`src/rtl/account_session_ctrl_if.sv`:
```
// rtl/account_session_ctrl_if.sv - front-end/datapath/provisioning bus of the ATM session controller
interface account_session_ctrl_if #(
    parameter int CARD_W = 3,
    parameter int PSW_W  = 4,
    parameter int BAL_W  = 20
);
    logic              card_in;
    logic [CARD_W-1:0] card_number;
    logic              psw_valid;
    logic [PSW_W-1:0]  password_input;
    logic              op_done;
    logic [BAL_W-1:0]  updated_balance;
    logic              prov_we;
    logic [CARD_W-1:0] prov_card;
    logic [PSW_W-1:0]  prov_psw;
    logic [BAL_W-1:0]  prov_bal;
    logic [BAL_W-1:0]  balance;
    logic              auth_ok;
    logic              wrong_psw;
    logic              card_locked;
    logic              invalid_card;
    logic              session_timeout;

    modport master (
        output card_in, card_number, psw_valid, password_input, op_done, updated_balance,
               prov_we, prov_card, prov_psw, prov_bal,
        input  balance, auth_ok, wrong_psw, card_locked, invalid_card, session_timeout
    );

    modport slave (
        input  card_in, card_number, psw_valid, password_input, op_done, updated_balance,
               prov_we, prov_card, prov_psw, prov_bal,
        output balance, auth_ok, wrong_psw, card_locked, invalid_card, session_timeout
    );
endinterface

```
`src/rtl/account_session_ctrl.sv`:
```
// rtl/account_session_ctrl.sv - per-card ATM session FSM with PIN retry lockout; SESSION_TIMEOUT_EN adds inactivity eject
module account_session_ctrl #(
    parameter int CARD_W      = 3,
    parameter int PSW_W       = 4,
    parameter int BAL_W       = 20,
    parameter int USERS       = 7,
    parameter int MAX_TRIES   = 3,
    parameter int TIMEOUT_CYC = 255
) (
    input logic                  clk,
    input logic                  rst,
    account_session_ctrl_if.slave bus
);
    typedef enum logic [1:0] {S_IDLE, S_PIN, S_AUTH, S_EJECT} state_t;

    localparam int TW = $clog2(MAX_TRIES + 1);
    localparam logic [TW-1:0]     MAX_T   = TW'(MAX_TRIES);
    localparam logic [CARD_W:0]   USERS_L = (CARD_W + 1)'(USERS);

    state_t state_q, state_d;
    logic [CARD_W-1:0] cur_q, cur_d;
    logic [BAL_W-1:0]  balance_q, balance_d;
    logic auth_ok_q, auth_ok_d;
    logic wrong_psw_q, wrong_psw_d;
    logic card_locked_q, card_locked_d;
    logic invalid_card_q, invalid_card_d;

    logic [PSW_W-1:0] pin_q   [USERS];
    logic [BAL_W-1:0] bal_q   [USERS];
    logic [TW-1:0]    tries_q [USERS];
    logic             lock_q  [USERS];

    logic          card_valid, prov_valid;
    logic          prov_wr, bal_commit, tries_clr, tries_inc, lock_set;
    logic [TW-1:0] tries_cur, tries_next;
    logic          timer_hit;

    assign card_valid = {1'b0, bus.card_number} < USERS_L;
    assign prov_valid = {1'b0, bus.prov_card} < USERS_L;
    assign tries_cur  = tries_q[cur_q];
    assign tries_next = (tries_cur == MAX_T) ? MAX_T : tries_cur + 1'b1;

`ifdef SESSION_TIMEOUT_EN
    localparam int TMW = $clog2(TIMEOUT_CYC + 1);
    localparam logic [TMW-1:0] TMO_LAST = TMW'(TIMEOUT_CYC - 1);

    logic [TMW-1:0] timer_q, timer_d;
    logic           session_timeout_q, session_timeout_d;

    assign timer_hit = (timer_q == TMO_LAST);

    // Any state change, keypad or datapath activity restarts the inactivity window.
    always_comb begin
        timer_d = '0;
        if ((state_q == S_PIN || state_q == S_AUTH) && state_d == state_q &&
            !bus.psw_valid && !bus.op_done) begin
            timer_d = timer_q + 1'b1;
        end
    end

    always_ff @(posedge clk) begin
        if (rst) begin
            timer_q           <= '0;
            session_timeout_q <= 1'b0;
        end else begin
            timer_q           <= timer_d;
            session_timeout_q <= session_timeout_d;
        end
    end

    assign bus.session_timeout = session_timeout_q;
`else
    assign timer_hit           = 1'b0;
    assign bus.session_timeout = 1'b0;
`endif

    always_comb begin
        state_d        = state_q;
        cur_d          = cur_q;
        balance_d      = balance_q;
        auth_ok_d      = auth_ok_q;
        wrong_psw_d    = 1'b0;
        card_locked_d  = card_locked_q;
        invalid_card_d = invalid_card_q;
        prov_wr        = 1'b0;
        bal_commit     = 1'b0;
        tries_clr      = 1'b0;
        tries_inc      = 1'b0;
        lock_set       = 1'b0;
`ifdef SESSION_TIMEOUT_EN
        session_timeout_d = 1'b0;
`endif
        unique case (state_q)
            S_IDLE: begin
                if (bus.card_in) begin
                    cur_d = bus.card_number;
                    if (!card_valid) begin
                        invalid_card_d = 1'b1;
                        state_d        = S_EJECT;
                    end else if (lock_q[bus.card_number]) begin
                        card_locked_d = 1'b1;
                        state_d       = S_EJECT;
                    end else begin
                        state_d = S_PIN;
                    end
                end else if (bus.prov_we && prov_valid) begin
                    prov_wr = 1'b1;
                end
            end
            S_PIN: begin
                if (!bus.card_in) begin
                    state_d = S_IDLE;
                end else if (bus.psw_valid) begin
                    if (bus.password_input == pin_q[cur_q]) begin
                        tries_clr = 1'b1;
                        balance_d = bal_q[cur_q];
                        auth_ok_d = 1'b1;
                        state_d   = S_AUTH;
                    end else begin
                        wrong_psw_d = 1'b1;
                        tries_inc   = 1'b1;
                        if (tries_next == MAX_T) begin
                            lock_set      = 1'b1;
                            card_locked_d = 1'b1;
                            state_d       = S_EJECT;
                        end
                    end
                end else if (timer_hit) begin
`ifdef SESSION_TIMEOUT_EN
                    session_timeout_d = 1'b1;
`endif
                    state_d = S_EJECT;
                end
            end
            S_AUTH: begin
                // A commit coinciding with card removal still lands before leaving.
                if (bus.op_done) begin
                    bal_commit = 1'b1;
                    balance_d  = bus.updated_balance;
                end
                if (!bus.card_in) begin
                    state_d   = S_IDLE;
                    balance_d = '0;
                    auth_ok_d = 1'b0;
                end else if (!bus.op_done && timer_hit) begin
`ifdef SESSION_TIMEOUT_EN
                    session_timeout_d = 1'b1;
`endif
                    balance_d = '0;
                    auth_ok_d = 1'b0;
                    state_d   = S_EJECT;
                end
            end
            S_EJECT: begin
                if (!bus.card_in) begin
                    card_locked_d  = 1'b0;
                    invalid_card_d = 1'b0;
                    state_d        = S_IDLE;
                end
            end
            default: state_d = S_IDLE;
        endcase
    end

    always_ff @(posedge clk) begin
        if (rst) begin
            state_q        <= S_IDLE;
            cur_q          <= '0;
            balance_q      <= '0;
            auth_ok_q      <= 1'b0;
            wrong_psw_q    <= 1'b0;
            card_locked_q  <= 1'b0;
            invalid_card_q <= 1'b0;
        end else begin
            state_q        <= state_d;
            cur_q          <= cur_d;
            balance_q      <= balance_d;
            auth_ok_q      <= auth_ok_d;
            wrong_psw_q    <= wrong_psw_d;
            card_locked_q  <= card_locked_d;
            invalid_card_q <= invalid_card_d;
        end
    end

    always_ff @(posedge clk) begin
        if (rst) begin
            for (int i = 0; i < USERS; i++) begin
                pin_q[i]   <= '0;
                bal_q[i]   <= '0;
                tries_q[i] <= '0;
                lock_q[i]  <= 1'b0;
            end
        end else begin
            if (prov_wr) begin
                pin_q[bus.prov_card]   <= bus.prov_psw;
                bal_q[bus.prov_card]   <= bus.prov_bal;
                tries_q[bus.prov_card] <= '0;
                lock_q[bus.prov_card]  <= 1'b0;
            end
            if (bal_commit) begin
                bal_q[cur_q] <= bus.updated_balance;
            end
            if (tries_clr) begin
                tries_q[cur_q] <= '0;
            end else if (tries_inc) begin
                tries_q[cur_q] <= tries_next;
            end
            if (lock_set) begin
                lock_q[cur_q] <= 1'b1;
            end
        end
    end

    assign bus.balance      = balance_q;
    assign bus.auth_ok      = auth_ok_q;
    assign bus.wrong_psw    = wrong_psw_q;
    assign bus.card_locked  = card_locked_q;
    assign bus.invalid_card = invalid_card_q;
endmodule
```
`src/flat_wrapper.sv`:
```
// flat-port wrapper written by rule: the top's interface ports become plain ports
module account_session_ctrl_flat 
#(
    parameter int CARD_W      = 3,
    parameter int PSW_W       = 4,
    parameter int BAL_W       = 20,
    parameter int USERS       = 7,
    parameter int MAX_TRIES   = 3,
    parameter int TIMEOUT_CYC = 255
)
  (clk, rst, bus_card_in, bus_card_number, bus_psw_valid, bus_password_input, bus_op_done, bus_updated_balance, bus_prov_we, bus_prov_card, bus_prov_psw, bus_prov_bal, bus_balance, bus_auth_ok, bus_wrong_psw, bus_card_locked, bus_invalid_card, bus_session_timeout);
  account_session_ctrl_if #(.CARD_W(CARD_W), .PSW_W(PSW_W), .BAL_W(BAL_W)) bus_i ();
  input logic clk;
  input logic rst;
  input wire logic [$bits(bus_i.card_in)-1:0] bus_card_in;
  input wire logic [$bits(bus_i.card_number)-1:0] bus_card_number;
  input wire logic [$bits(bus_i.psw_valid)-1:0] bus_psw_valid;
  input wire logic [$bits(bus_i.password_input)-1:0] bus_password_input;
  input wire logic [$bits(bus_i.op_done)-1:0] bus_op_done;
  input wire logic [$bits(bus_i.updated_balance)-1:0] bus_updated_balance;
  input wire logic [$bits(bus_i.prov_we)-1:0] bus_prov_we;
  input wire logic [$bits(bus_i.prov_card)-1:0] bus_prov_card;
  input wire logic [$bits(bus_i.prov_psw)-1:0] bus_prov_psw;
  input wire logic [$bits(bus_i.prov_bal)-1:0] bus_prov_bal;
  output wire logic [$bits(bus_i.balance)-1:0] bus_balance;
  output wire logic [$bits(bus_i.auth_ok)-1:0] bus_auth_ok;
  output wire logic [$bits(bus_i.wrong_psw)-1:0] bus_wrong_psw;
  output wire logic [$bits(bus_i.card_locked)-1:0] bus_card_locked;
  output wire logic [$bits(bus_i.invalid_card)-1:0] bus_invalid_card;
  output wire logic [$bits(bus_i.session_timeout)-1:0] bus_session_timeout;
  assign bus_i.card_in = bus_card_in;
  assign bus_i.card_number = bus_card_number;
  assign bus_i.psw_valid = bus_psw_valid;
  assign bus_i.password_input = bus_password_input;
  assign bus_i.op_done = bus_op_done;
  assign bus_i.updated_balance = bus_updated_balance;
  assign bus_i.prov_we = bus_prov_we;
  assign bus_i.prov_card = bus_prov_card;
  assign bus_i.prov_psw = bus_prov_psw;
  assign bus_i.prov_bal = bus_prov_bal;
  assign bus_balance = bus_i.balance;
  assign bus_auth_ok = bus_i.auth_ok;
  assign bus_wrong_psw = bus_i.wrong_psw;
  assign bus_card_locked = bus_i.card_locked;
  assign bus_invalid_card = bus_i.invalid_card;
  assign bus_session_timeout = bus_i.session_timeout;
  account_session_ctrl #(.CARD_W(CARD_W), .PSW_W(PSW_W), .BAL_W(BAL_W), .USERS(USERS), .MAX_TRIES(MAX_TRIES), .TIMEOUT_CYC(TIMEOUT_CYC)) u_core (.clk(clk), .rst(rst), .bus(bus_i));
endmodule
```
`config.mk`:
```
export PLATFORM = sky130hd
export DESIGN_NAME = account_session_ctrl_flat
export DESIGN_NICKNAME = d
export VERILOG_FILES = /design/src/rtl/account_session_ctrl_if.sv /design/src/rtl/account_session_ctrl.sv /design/src/flat_wrapper.sv
export SDC_FILE = /design/constraint.sdc
export NUM_CORES = 1
export LEC_CHECK = 0
export CORE_ASPECT_RATIO = 1.1
export CORE_MARGIN = 5
export CORE_UTILIZATION = 55
export DETAILED_ROUTE_END_ITERATION = 12
export PLACE_DENSITY_LB_ADDON = 0.15
export SETUP_SLACK_MARGIN = 0.15
export SLEW_MARGIN = 10
export SYNTH_ARGS = -nofsm -noshare
export SYNTH_HDL_FRONTEND = slang
export SYNTH_SLANG_ARGS = --single-unit
```
`constraint.sdc`:
```
create_clock -name clk -period 7.65 [get_ports clk]
set_clock_uncertainty 0.05 [all_clocks]
set_input_delay 1.1475 -clock clk [delete_from_list [all_inputs] [get_ports clk]]
set_output_delay 1.1475 -clock clk [all_outputs]
set_load 0.03 [all_outputs]
```
== Word-level counts from Yosys, hierarchy flattened ==
Memory sizes are Yosys's and may differ from the RTL's. A register that Yosys moved wholly into a read port is not among the register bits.
Cells that the tools add are included.
Widths: inputs -> output; s select.

* $add $sub $neg: 1
* Magnitude comparators: 2
* Equality and inequality tests: 21
* Muxes and demuxes: 96
* Bitwise logic cells: 1
* Reduce and logical (&&, ||, !) cells: 19

{| class="wikitable"
|+ Operators with widths
! cell !! count
|-
| $mux 20 || 7
|-
| $mux 1 || 58
|-
| $pmux 20 s2 || 1
|-
| $reduce_or 20->1 || 2
|-
| $mux 3 || 13
|-
| $mux 2 || 12
|-
| $ne 2x2->1 const B || 8
|-
| $reduce_and 5->1 || 2
|-
| $reduce_and 9->1 || 1
|-
| $eq 2x2->1 const B || 4
|-
| $ne 2x1->1 const B || 4
|-
| $reduce_and 4->1 || 2
|-
| $lt 3x3->1 const B || 2
|-
| $ne 3x3->1 const B || 2
|-
| $pmux 2 s3 || 1
|-
| $reduce_or 2->1 || 3
|-
| $eq 4x4->1 || 1
|-
| $mux 4 || 1
|-
| $ne 4x2->1 const B || 1
|-
| $pmux 1 s2 || 2
|-
| $reduce_bool 2->1 || 2
|-
| $reduce_or 4->1 || 1
|-
| $pmux 1 s3 || 1
|-
| $reduce_bool 3->1 || 1
|-
| other kinds (7) || 8
|}

* Register bits: 29
* RAM bits: 189
* Input bits: 60
* Output and inout bits: 25
* Logic and storage cells: 151
* Memories: 4

{| class="wikitable"
|+ Memories
! memory !! depth !! bits a word !! read ports !! clocked after memory_dff !! wr ports !! line !! text
|-
| u_core.bal_q || 7 || 20 || 1 || 1 || 7 || account_session_ctrl.sv:29 || <nowiki>logic [BAL_W-1:0] bal_q [USERS];</nowiki>
|-
| u_core.pin_q || 7 || 4 || 1 || 1 || 7 || account_session_ctrl.sv:28 || <nowiki>logic [PSW_W-1:0] pin_q [USERS];</nowiki>
|-
| u_core.tries_q || 7 || 2 || 1 || 1 || 7 || account_session_ctrl.sv:30 || <nowiki>logic [TW-1:0] tries_q [USERS];</nowiki>
|-
| u_core.lock_q || 7 || 1 || 1 || 0 || 7 || account_session_ctrl.sv:31 || <nowiki>logic lock_q [USERS];</nowiki>
|}

== Longest topological paths before layout ==
Gate-level depths: netlist of run 1.

* Word-level depth: 13
* Depth in mapped cells: 9

== Worst setup path before layout of run 1 ==
No wires, ideal clock.

* Path type: input -> register
* Start point: in bus_card_in
* End point: mem u_core.bal_q[7][0], enable pin
* Setup time: 448 ps
* Data arrival time: 4072 ps
* Setup slack: 3080 ps
* Cell stages on the path: 5
* Path buffers: 1
* Cell sequence: nor4b_2 -> and4_1 -> clkbuf_1 -> a21oi_1 -> nor4_1

{| class="wikitable"
|+ RTL lines
! element !! line !! text
|-
| from (decl) || flat_wrapper.sv:15 || <nowiki>input wire logic [$bits(bus_i.card_in)-1:0] bus_card_in;</nowiki>
|-
| to (decl) || account_session_ctrl.sv:29 ||
|}

==> results of run 1 <==
final timing paths:
path              slack (ns)                                  end  depth (start not counted)
setup / recovery        2.86    u_core.bal_q[4][18]$_SDFFCE_PN0P_                          7
hold / removal          0.41  u_core.bus.balance[15]$_SDFFE_PP0P_                          2
setup reg to reg        3.29    u_core.bal_q[4][18]$_SDFFCE_PN0P_                          5
hold reg to reg         0.41  u_core.bus.balance[15]$_SDFFE_PP0P_                          2
power by group:
part / internal, mW / switching, mW / leakage [nW]
registers: 1.50 / 0.0350 / 2.42
logic: 0.118 / 0.149 / 1.81
clock network: 0.687 / 0.507 / 0.404
total: 2.30 / 0.692 / 4.64
cells by family after synthesis:
logic type	count (synthesis)	synth area share
AOI/OAI and AO/OA	106	0.07290
buffers and inverters	97	0.03700
DFF	248	0.6017
and+or+nand+nor	324	0.1274
other	1	0.0003291
muxes	115	0.1570
xor gates and xnor gates	4	0.003734
metal layers:
metal	up-vias	track usage	wire length (um)
met5	-	0	0
met4	0	0.05127	429
li1	3405	-	-
met3	41	0.03030	1419
met2	207	0.3915	13650
met1	3714	0.3003	10900
worst max-delay path, delay by kind of cell:
kind | cells | cell delay, ns
AND/OR/NAND/NOR | 4 | 2.82
buffers and inverters | 2 | 0.66
AO/OA/AOI/OAI | 1 | 0.09
registers in the layout (all words and copies together), names as in the netlist, named ones only:
signal / flops
u_core.bal_q: 160
u_core.bus.auth_ok: 1
u_core.bus.balance: 20
u_core.bus.card_locked: 1
u_core.bus.invalid_card: 1
u_core.bus.wrong_psw: 1
u_core.cur_q: 3
u_core.lock_q: 8
u_core.pin_q: 32
u_core.state_q: 2
u_core.tries_q: 16
layout by cell type, fill, tap and decap left out, types with 2 or more instances in the layout:
cell type and n:
a31oi_1 2, xnor2_1 3, or2_1 3, nor2_1 170, and3_1 3, dfxtp_1 56
nor3_1 8, clkbuf_1 5, buf_4 12, o21ai_0 29, nand3_1 27, mux4_2 51
a21oi_2 2, conb_1 5, nor4_2 2, a21oi_1 9, a211oi_2 20, or3_1 5
nand2b_1 10, mux2i_1 64, clkinv_1 3, edfxtp_1 189, o31ai_1 4, clkdlybuf4s50_1 82
clkinv_2 10, and2_1 5, dfxtp_4 2, nor3_4 3, nand2_1 73, nor4_1 2
inv_1 30, clkbuf_16 27, nand3_2 2, inv_2 3, a22oi_1 21, o21ai_1 5
cell usage after synthesis, drive strengths merged:
| library cell | n |
|---|---|
| and4 | 1 |
| o221a | 2 |
| and3 | 3 |
| mux4 | 51 |
| nor4b | 1 |
| or4 | 1 |
| clkbuf | 36 |
| xnor2 | 4 |
| edfxtp | 189 |
| a2111oi | 1 |
| inv | 33 |
| or3 | 5 |
| conb | 1 |
| nor2b | 1 |
| nor3b | 2 |
| nand2b | 10 |
| nand2 | 73 |
| o2111a | 1 |
| a31oi | 3 |
| a211oi | 21 |
| nor4 | 5 |
| buf | 28 |
| o21ai | 34 |
| o31a | 1 |
| o31ai | 4 |
| and2 | 5 |
| a221oi | 1 |
| a22oi | 21 |
| a311oi | 1 |
| o2bb2ai | 1 |
| or2 | 4 |
| nand3 | 29 |
| a21bo | 1 |
| a21oi | 11 |
| dfxtp | 59 |
| nor3 | 12 |
| nor2 | 170 |
| mux2i | 64 |
| nand4b | 1 |
| a41oi | 3 |
| or4b | 1 |
final cells by class:
| type | count | area (um2) |
|---|---|---|
| fill | 1569 | 7293 |
| timing repair buffer | 95 | 915.9 |
| clock inverter | 15 | 98.84 |
| multi-input combinational | 554 | 4182 |
| clock buffer | 33 | 708.2 |
| tap | 256 | 320.3 |
| sequential | 248 | 6865 |
| inverter | 33 | 123.9 |
through the flow:
| stage | instances | utilization |
|---|---|---|
| 6_report | 1234 | 0.6444 |
| 5_1_grt | 1234 | 0.6444 |
| 4_1_cts | 1234 | 0.6444 |
| 3_5_place_dp | 1186 | 0.6050 |
| 3_3_place_gp | 1186 | 0.6050 |
| 2_1_floorplan | 899 | - |
==> run summary, run 1 <==
CTS root buf: clkbuf_16
CTS Buf Count: 26
Peak supply drop: 167.8 uV
worst-path cell chain: clkdlybuf4s50_1 > buf_4 > or4b_1 > nor3_4 > a21oi_1 > nand3_1 > nand2_1
cts hold-fix bufs: 0
Area contributors post-synth: edfxtp_1 50%, dfxtp_1 10%, mux4_2 10%
Hold Crit Start: u_core.bus.balance[15]$_SDFFE_PP0P_
Clock Pin Slew Worst Setup and Hold Paths: 0.06 ns
WHS: 0.4071 ns
fin area: 13,210 um2
DP Worst Slack: 2.288 ns
sequential area share after synthesis: 0.6017
RSZ-0062 raised after global routing: no
yosys synthesis warning count: 0
Slowest cell on crit path: nand2_1
Synth area leader: edfxtp_1
overall routing resource usage: 0.2236
# DRC: 0
full die area: 23,700 um2
post-cts sizing count: 0
ANT nets after route: 0
DR vias: 7,367
Pwr Total: 2.993 mW
final net count: 1,018
vias per inst: 5.970
Fin. Hold Viols: 0
status: completed
post-DP HPWL: 16,730 um
Skew-Pair Late Insertion Delay: 0.52 ns
worst slew pin tran: 1.125 ns
layout cells sized above 1: 0.1554
Worst Path Required: 7.62 ns
Post-Syn Area: 11,400 um2
Buffers on Ports: 83
crit-path max cell delay: 0.89 ns
Final setup viols: 0
TNS Setup: 0 ns
ant diodes: 0
number of cells produced by synthesis: 895
setup bufs post-CTS: 0
WL final: 26,410 um
chip width: 147.2 um
CTS tree: done
WP data arrival: 4.76 ns
H-Tree Depth: 1
Area Overhead vs Synth: 15.95%
max-cap viol count: 0
Core Rows: 55
crit path capture type: flip-flop
DP Area: 12,410 um2
Clock Sink Count: 248
setup slack after layout: 2.858 ns
Worst Setup SP: bus_card_in
IO Pins: 85
min Tclk post-route: 4.792 ns
Crit Path Category: in -> reg
worst-path fanout max: 31
vias in the first global route: 7,512
Slew headroom: 0.2474
largest net degree at the start of global routing: 60
GP Congestion: 0.8453
Slew Limit Fails: 0
post-DR wirelength/cell: 21.40 um
worst r2r src: u_core.state_q[1]$_SDFFE_PP0P_
PD cells: 226.5 nW/um2
worst min path class: reg -> reg
total congestion overflow: 0
first-pass GRT wire length: 41,770 um
Tcrit/Tclk final: 0.6264
Synth top area share: 0.4980
FF+latch count, synth: 248
CORE AREA: 20,510 um2
FMAX: 208.7 MHz
nature of the critical path startpoint: input pin
drt pass-1 iters: 5
leakage: 4.639 nW
chip height: 161.0 um
CTS max path bufs: 3
initial DRC count: 568
initial antenna violation count: 0
starting density of the core: 0.5557
Distinct cells, synth: 58
Avg Cell Area, Syn: 12.73 um2
Note: power is estimated with default switching activity, not from simulation.
==> inputs of run 2 (changes only) <==
- CORE_UTILIZATION: 55 -> 53
- clock period: 7.65 -> 4.15 ns (I/O delays scaled with it)
==> run 2 against run 1 <==
Compared with the run above:
- non-clock buffer count grew 23
- cell area grew 2.8%
- critical path type unchanged
- die area rose by 3.5%
- total power grew 98%
- final cell count grew 4.6%
- sequential cell count stayed put
- worst setup slack worse by 1.8 ns
- via count up 0.64%
- worst hold slack got worse by 0.011 ns
- wire length increased by 1.5%
- critical path depth grew 1
- utilization is 0.43 points lower
==> run summary, run 2 (synthesized netlist as in run 1, its figures left out) <==
DP Area: 12,630 um2
DP Worst Slack: 0.5335 ns
setup bufs post-CTS: 0
Clock Sink Count: 248
ant diodes: 0
Slowest cell on crit path: or4b_1
Crit Path Category: in -> reg
vias per inst: 5.743
Pwr Total: 5.927 mW
total congestion overflow: 0
status: completed
Skew-Pair Late Insertion Delay: 0.53 ns
hold-critical path depth: 2
full die area: 24,540 um2
initial DRC count: 620
min Tclk post-route: 3.121 ns
Worst Hold End: u_core.bus.invalid_card$_SDFFE_PP0P_
H-Tree Depth: 1
ANT nets after route: 0
CORE AREA: 21,230 um2
RR Endpoint: u_core.bal_q[3][7]$_SDFFCE_PN0P_
FMAX: 320.4 MHz
setup slack after layout: 1.029 ns
CTS tree: done
Worst Path Required: 4.30 ns
WP data arrival: 3.27 ns
R2R depth: 7
CP bufs+invs: 2
post-DP HPWL: 17,170 um
# DRC: 0
WL final: 26,800 um
fin area: 13,590 um2
worst r2r src: u_core.state_q[1]$_SDFFE_PP0P_
RSZ-0062 raised after global routing: no
max FFs per register: 160
PD cells: 436.1 nW/um2
CTS max path bufs: 3
cell family with most CP delay: simple AND/OR/NAND/NOR gates
worst min path class: in -> reg
Slew headroom: 0.4478
largest net degree at the start of global routing: 42
worst-path cell chain: clkdlybuf4s50_1 > or4b_1 > nor3_4 > o2bb2ai_1 > a22oi_1 > or2_1 > nand2_1 > buf_4
chip width: 149.8 um
initial antenna violation count: 0
chip height: 163.8 um
final non-filler cell total: 1,291
final net count: 1,041
r2r setup slk: 1.04 ns
Tcrit/Tclk final: 0.7521
worst slew pin tran: 0.8284 ns
crit path capture type: flip-flop
Clock Pin Slew Worst Setup and Hold Paths: 0.06 ns
Fin. Hold Viols: 0
CTS root buf: clkbuf_16
WHS: 0.3964 ns
layout cells sized above 1: 0.1778
final core occ: 0.6401
leakage: 4.816 nW
TNS Setup: 0 ns
DR vias: 7,414
Buffers on Ports: 83
GP Congestion: 0.8488
Final setup viols: 0
crit-path max cell delay: 0.67 ns
most flop-heavy register: u_core.bal_q
dpl cells: 1,243
max-cap viol count: 0
post-cts sizing count: 0
worst-path fanout max: 20
nature of the critical path startpoint: input pin
post-DR wirelength/cell: 20.76 um
Hold Crit Start: rst
cts hold-fix bufs: 0
vias in the first global route: 7,598
most frequent cells in the layout: 189 x edfxtp_1, 170 x nor2_1, 82 x clkdlybuf4s50_1, 73 x nand2_1, 64 x mux2i_1
Core Rows: 56
Area Overhead vs Synth: 19.25%
commonest non-fill, non-tap cell in the layout: edfxtp_1
overall routing resource usage: 0.2250
drt pass-1 iters: 5
Slew Limit Fails: 0
FILL cells: 1,616
first-pass GRT wire length: 42,920 um
CTS Buf Count: 26
Peak supply drop: 336.5 uV
starting density of the core: 0.5368
IO Pins: 85
[run 2: changes by cell type in the layout (fill, tap and decap cells not counted), sizes merged]
cell | before | now
bufinv | 1 | 7
buf | 13 | 36
clkbuf | 33 | 31
clkinv | 13 | 9
[run 2: how the worst max path moves through the flow]
| stage | startpoint | end | slack, ns | cells past startpoint |
|---|---|---|---|---|
| 2_1_floorplan | bus_prov_card[0] | u_core.bal_q[5][0]$_DFFE_PP_ | 0.63 | 5 |
| 3_3_place_gp | bus_prov_we | u_core.bal_q[3][4]$_SDFFCE_PN0P_ | 0.54 | 8 |
| 3_5_place_dp | bus_prov_we | u_core.bal_q[3][5]$_SDFFCE_PN0P_ | 0.53 | 8 |
| 4_1_cts | bus_prov_we | u_core.bal_q[3][7]$_SDFFCE_PN0P_ | 1.05 | 8 |
| 5_1_grt | bus_card_in | u_core.bal_q[6][1]$_SDFFE_PP0P_ | 0.88 | 10 |
| 6_report | bus_prov_we | u_core.bal_q[3][7]$_SDFFCE_PN0P_ | 1.03 | 8 |
[run 2: area by class of cell]
cell class | instances | area, um2 | area share
flip-flops and latches | 248 | 6863 | 0.5050
multi-input cells | 554 | 4190 | 0.3084
clock inverters | 17 | 260.3 | 0.01915
inverters | 33 | 123.9 | 0.009115
clock buffers | 31 | 700.7 | 0.05156
well taps | 290 | 362.8 | 0.02670
repair buffers | 118 | 1089 | 0.08010
[run 2: power by group]
group / internal, mW / switching (mW)
clock: 1.64 / 0.960
combinational: 0.228 / 0.302
sequential: 2.76 / 0.0429
total: 4.62 / 1.30
[run 2: per-layer routing]
| layer | wire length (um) | up-vias | GRT usage |
|---|---|---|---|
| li1 | - | 3455 | - |
| met1 | 11340 | 3704 | 0.3179 |
| met2 | 13420 | 219 | 0.3776 |
| met3 | 1621 | 36 | 0.02704 |
| met4 | 427 | 0 | 0.05200 |
| met5 | 0 | - | 0 |
==> inputs of run 3 (changes only) <==
- clock period: 4.15 -> 2.83 ns (I/O delays scaled with it)
==> run 3 against run 2 <==
Compared with the run above:
- utilization rose by 2.6 points
- clock power rose by 23%
- die area is the same
- cell area is 4.1% higher
- wire length is 1.1% higher
- final cell count increased by 5.0%
- worst hold slack lost 0.11 ns
- sequential share of layout area is 2.0 points lower
- worst setup slack worse by 0.89 ns
- count of clock-buffer cells in the layout rose by 7
- global-route usage barely moved
- total power up 38%
- highest routed layer unchanged
==> run summary, run 3 (synthesized netlist as in run 1, its figures left out) <==
fin area: 14,150 um2
ant diodes: 0
starting density of the core: 0.5368
Fin. Hold Viols: 0
post-DP HPWL: 18,270 um
dpl cells: 1,301
CTS root buf: clkbuf_16
vias in the first global route: 7,782
Hold Crit Start: rst
P_sw: 1.846 mW
initial antenna violation count: 0
min Tclk post-route: 2.687 ns
worst slew pin tran: 0.7973 ns
Tcrit/Tclk final: 0.9494
worst min path class: in -> reg
Clock Pin Slew Worst Setup and Hold Paths: 0.06 ns
CP bufs+invs: 2
Combinational Power Share: 0.107
hold-critical path depth: 3
commonest non-fill, non-tap cell in the layout: edfxtp_1
cts hold-fix bufs: 0
PD cells: 577.3 nW/um2
CTS Buf Count: 25
Reg area: 6865 um2
Worst Path Required: 3.21 ns
Area Overhead vs Synth: 24.18%
most flop-heavy register: u_core.bal_q
most frequent cells in the layout: 189 x edfxtp_1, 170 x nor2_1, 87 x buf_4, 82 x clkdlybuf4s50_1, 68 x nand2_1
status: completed
CP most frequent cell: buf_4
WP data arrival: 3.06 ns
RSZ-0062 raised after global routing: yes
DP Worst Slack: -0.1300 ns
max-cap viol count: 0
chip height: 163.8 um
Final setup viols: 0
Slew Limit Fails: 0
Core Rows: 56
overall routing resource usage: 0.2246
worst-path fanout max: 12
setup slack after layout: 0.1431 ns
crit path capture type: flip-flop
FMAX: 372.2 MHz
final non-filler cell total: 1,355
Slowest cell on crit path: or4_4
full die area: 24,540 um2
R2R depth: 8
Peak supply drop: 544.4 uV
max FFs per register: 160
Crit Path Category: reg -> reg
DR vias: 7,609
multi-input logic area: 4248 um2
ANT nets after route: 0
GP Congestion: 0.8613
RR Endpoint: u_core.state_q[1]$_SDFFE_PP0P_
power share of the clock group: 0.391
layout cells sized above 1: 0.2300
sw frac: 0.2260
Skew-Pair Late Insertion Delay: 0.52 ns
drt pass-1 iters: 5
post-DR wirelength/cell: 20.00 um
nature of the critical path startpoint: flip-flop
chip width: 149.8 um
final net count: 1,106
FILL cells: 1,584
Clock Sink Count: 248
worst-path cell chain: buf_4 > mux2i_1 > mux4_2 > xnor2_2 > or4_4 > buf_4 > a21bo_1 > a221oi_2
CTS tree: done
initial DRC count: 527
leakage: 5.119 nW
crit-path max cell delay: 0.63 ns
CTS max path bufs: 3
DP Area: 13,240 um2
H-Tree Depth: 1
Buffers on Ports: 83
Slew headroom: 0.4685
cell family with most CP delay: multiplexers
sequential power share: 0.502
r2r setup slk: 0.14 ns
Internal: 6.324 mW
# DRC: 0
vias per inst: 5.615
total congestion overflow: 0
first-pass GRT wire length: 42,620 um
largest net degree at the start of global routing: 45
IO Pins: 85
WL final: 27,100 um
CORE AREA: 21,230 um2
==> run 3: changes by cell type in the layout (fill, tap and decap cells not counted), moves of 3 or more <==
cell	before	now
clkbuf_1	3	7
clkinv_2	7	4
bufinv_16	7	1
nand2_1	73	68
clkbuf_8	1	6
nand2_4	0	3
buf_12	0	13
buf_4	35	87
==> run 3: layout make-up <==
class / count / area share
multi-input combinational: 554 / 0.3002
inverter: 33 / 0.008753
tap: 290 / 0.02564
clock inverter: 8 / 0.004686
timing repair buffer: 184 / 0.1237
sequential: 248 / 0.4851
clock buffer: 38 / 0.05190
==> run 3: how the worst max path moves through the flow <==
stage                                             to  depth (start not counted)             start
floorplan           u_core.bal_q[0][0]$_SDFFCE_PN0P_                          9  bus_prov_card[0]
global placement    u_core.bal_q[6][14]$_SDFFE_PP0P_                          9       bus_prov_we
detailed placement  u_core.bal_q[1][8]$_SDFFCE_PN0P_                          8       bus_prov_we
CTS                   u_core.state_q[1]$_SDFFE_PP0P_                          7         flip-flop
global route          u_core.state_q[1]$_SDFFE_PP0P_                          7         flip-flop
finish                u_core.state_q[1]$_SDFFE_PP0P_                          8         flip-flop
==> run 3: per-stage QoR <==
| step | utilization | TNS (ns) | hold slack (ns) | power (mW) |
|---|---|---|---|---|
| floorplan | - | 0 | 0.3844 | 4.661 |
| global placement | 0.6236 | -2.189 | 0.3943 | 5.027 |
| detailed placement | 0.6236 | -10.19 | 0.4049 | 5.038 |
| CTS | 0.6621 | 0 | 0.2567 | 8.221 |
| global route | 0.6665 | 0 | 0.2910 | 8.465 |
| finish | 0.6665 | 0 | 0.2818 | 8.170 |
==> run 3: layer usage <==
layer | wire length [um] | track usage | vias up
met4 | 733 | 0.06947 | 0
met1 | 10910 | 0.2918 | 3756
met5 | 0 | 0 | -
met2 | 13730 | 0.3872 | 218
li1 | - | - | 3585
met3 | 1724 | 0.03946 | 50
==> run 3: power groups by stage <==
stage	combinational [mW]	clock, mW	sequential, mW
2_1_floorplan	0.491	0	4.17
3_3_place_gp	0.850	0	4.18
3_5_place_dp	0.858	0	4.18
4_1_cts	0.864	3.25	4.10
5_1_grt	0.942	3.41	4.11
6_report	0.878	3.19	4.10
==> run 3: what timing repair did <==
action	CTS	global route
setup endpoints to repair	10	30
buffers inserted	1	7
gates resized for setup	3	6
cloned	0	0
==> run 3: worst register-to-register path, cell delays in order, from the launching register on <==
cell and delay (ns):
dfxtp_4 0.39, buf_4 0.15, mux2i_1 0.12, mux4_2 0.52
xnor2_2 0.17, or4_4 0.63, buf_4 0.20, a21bo_1 0.17
a221oi_2 0.20
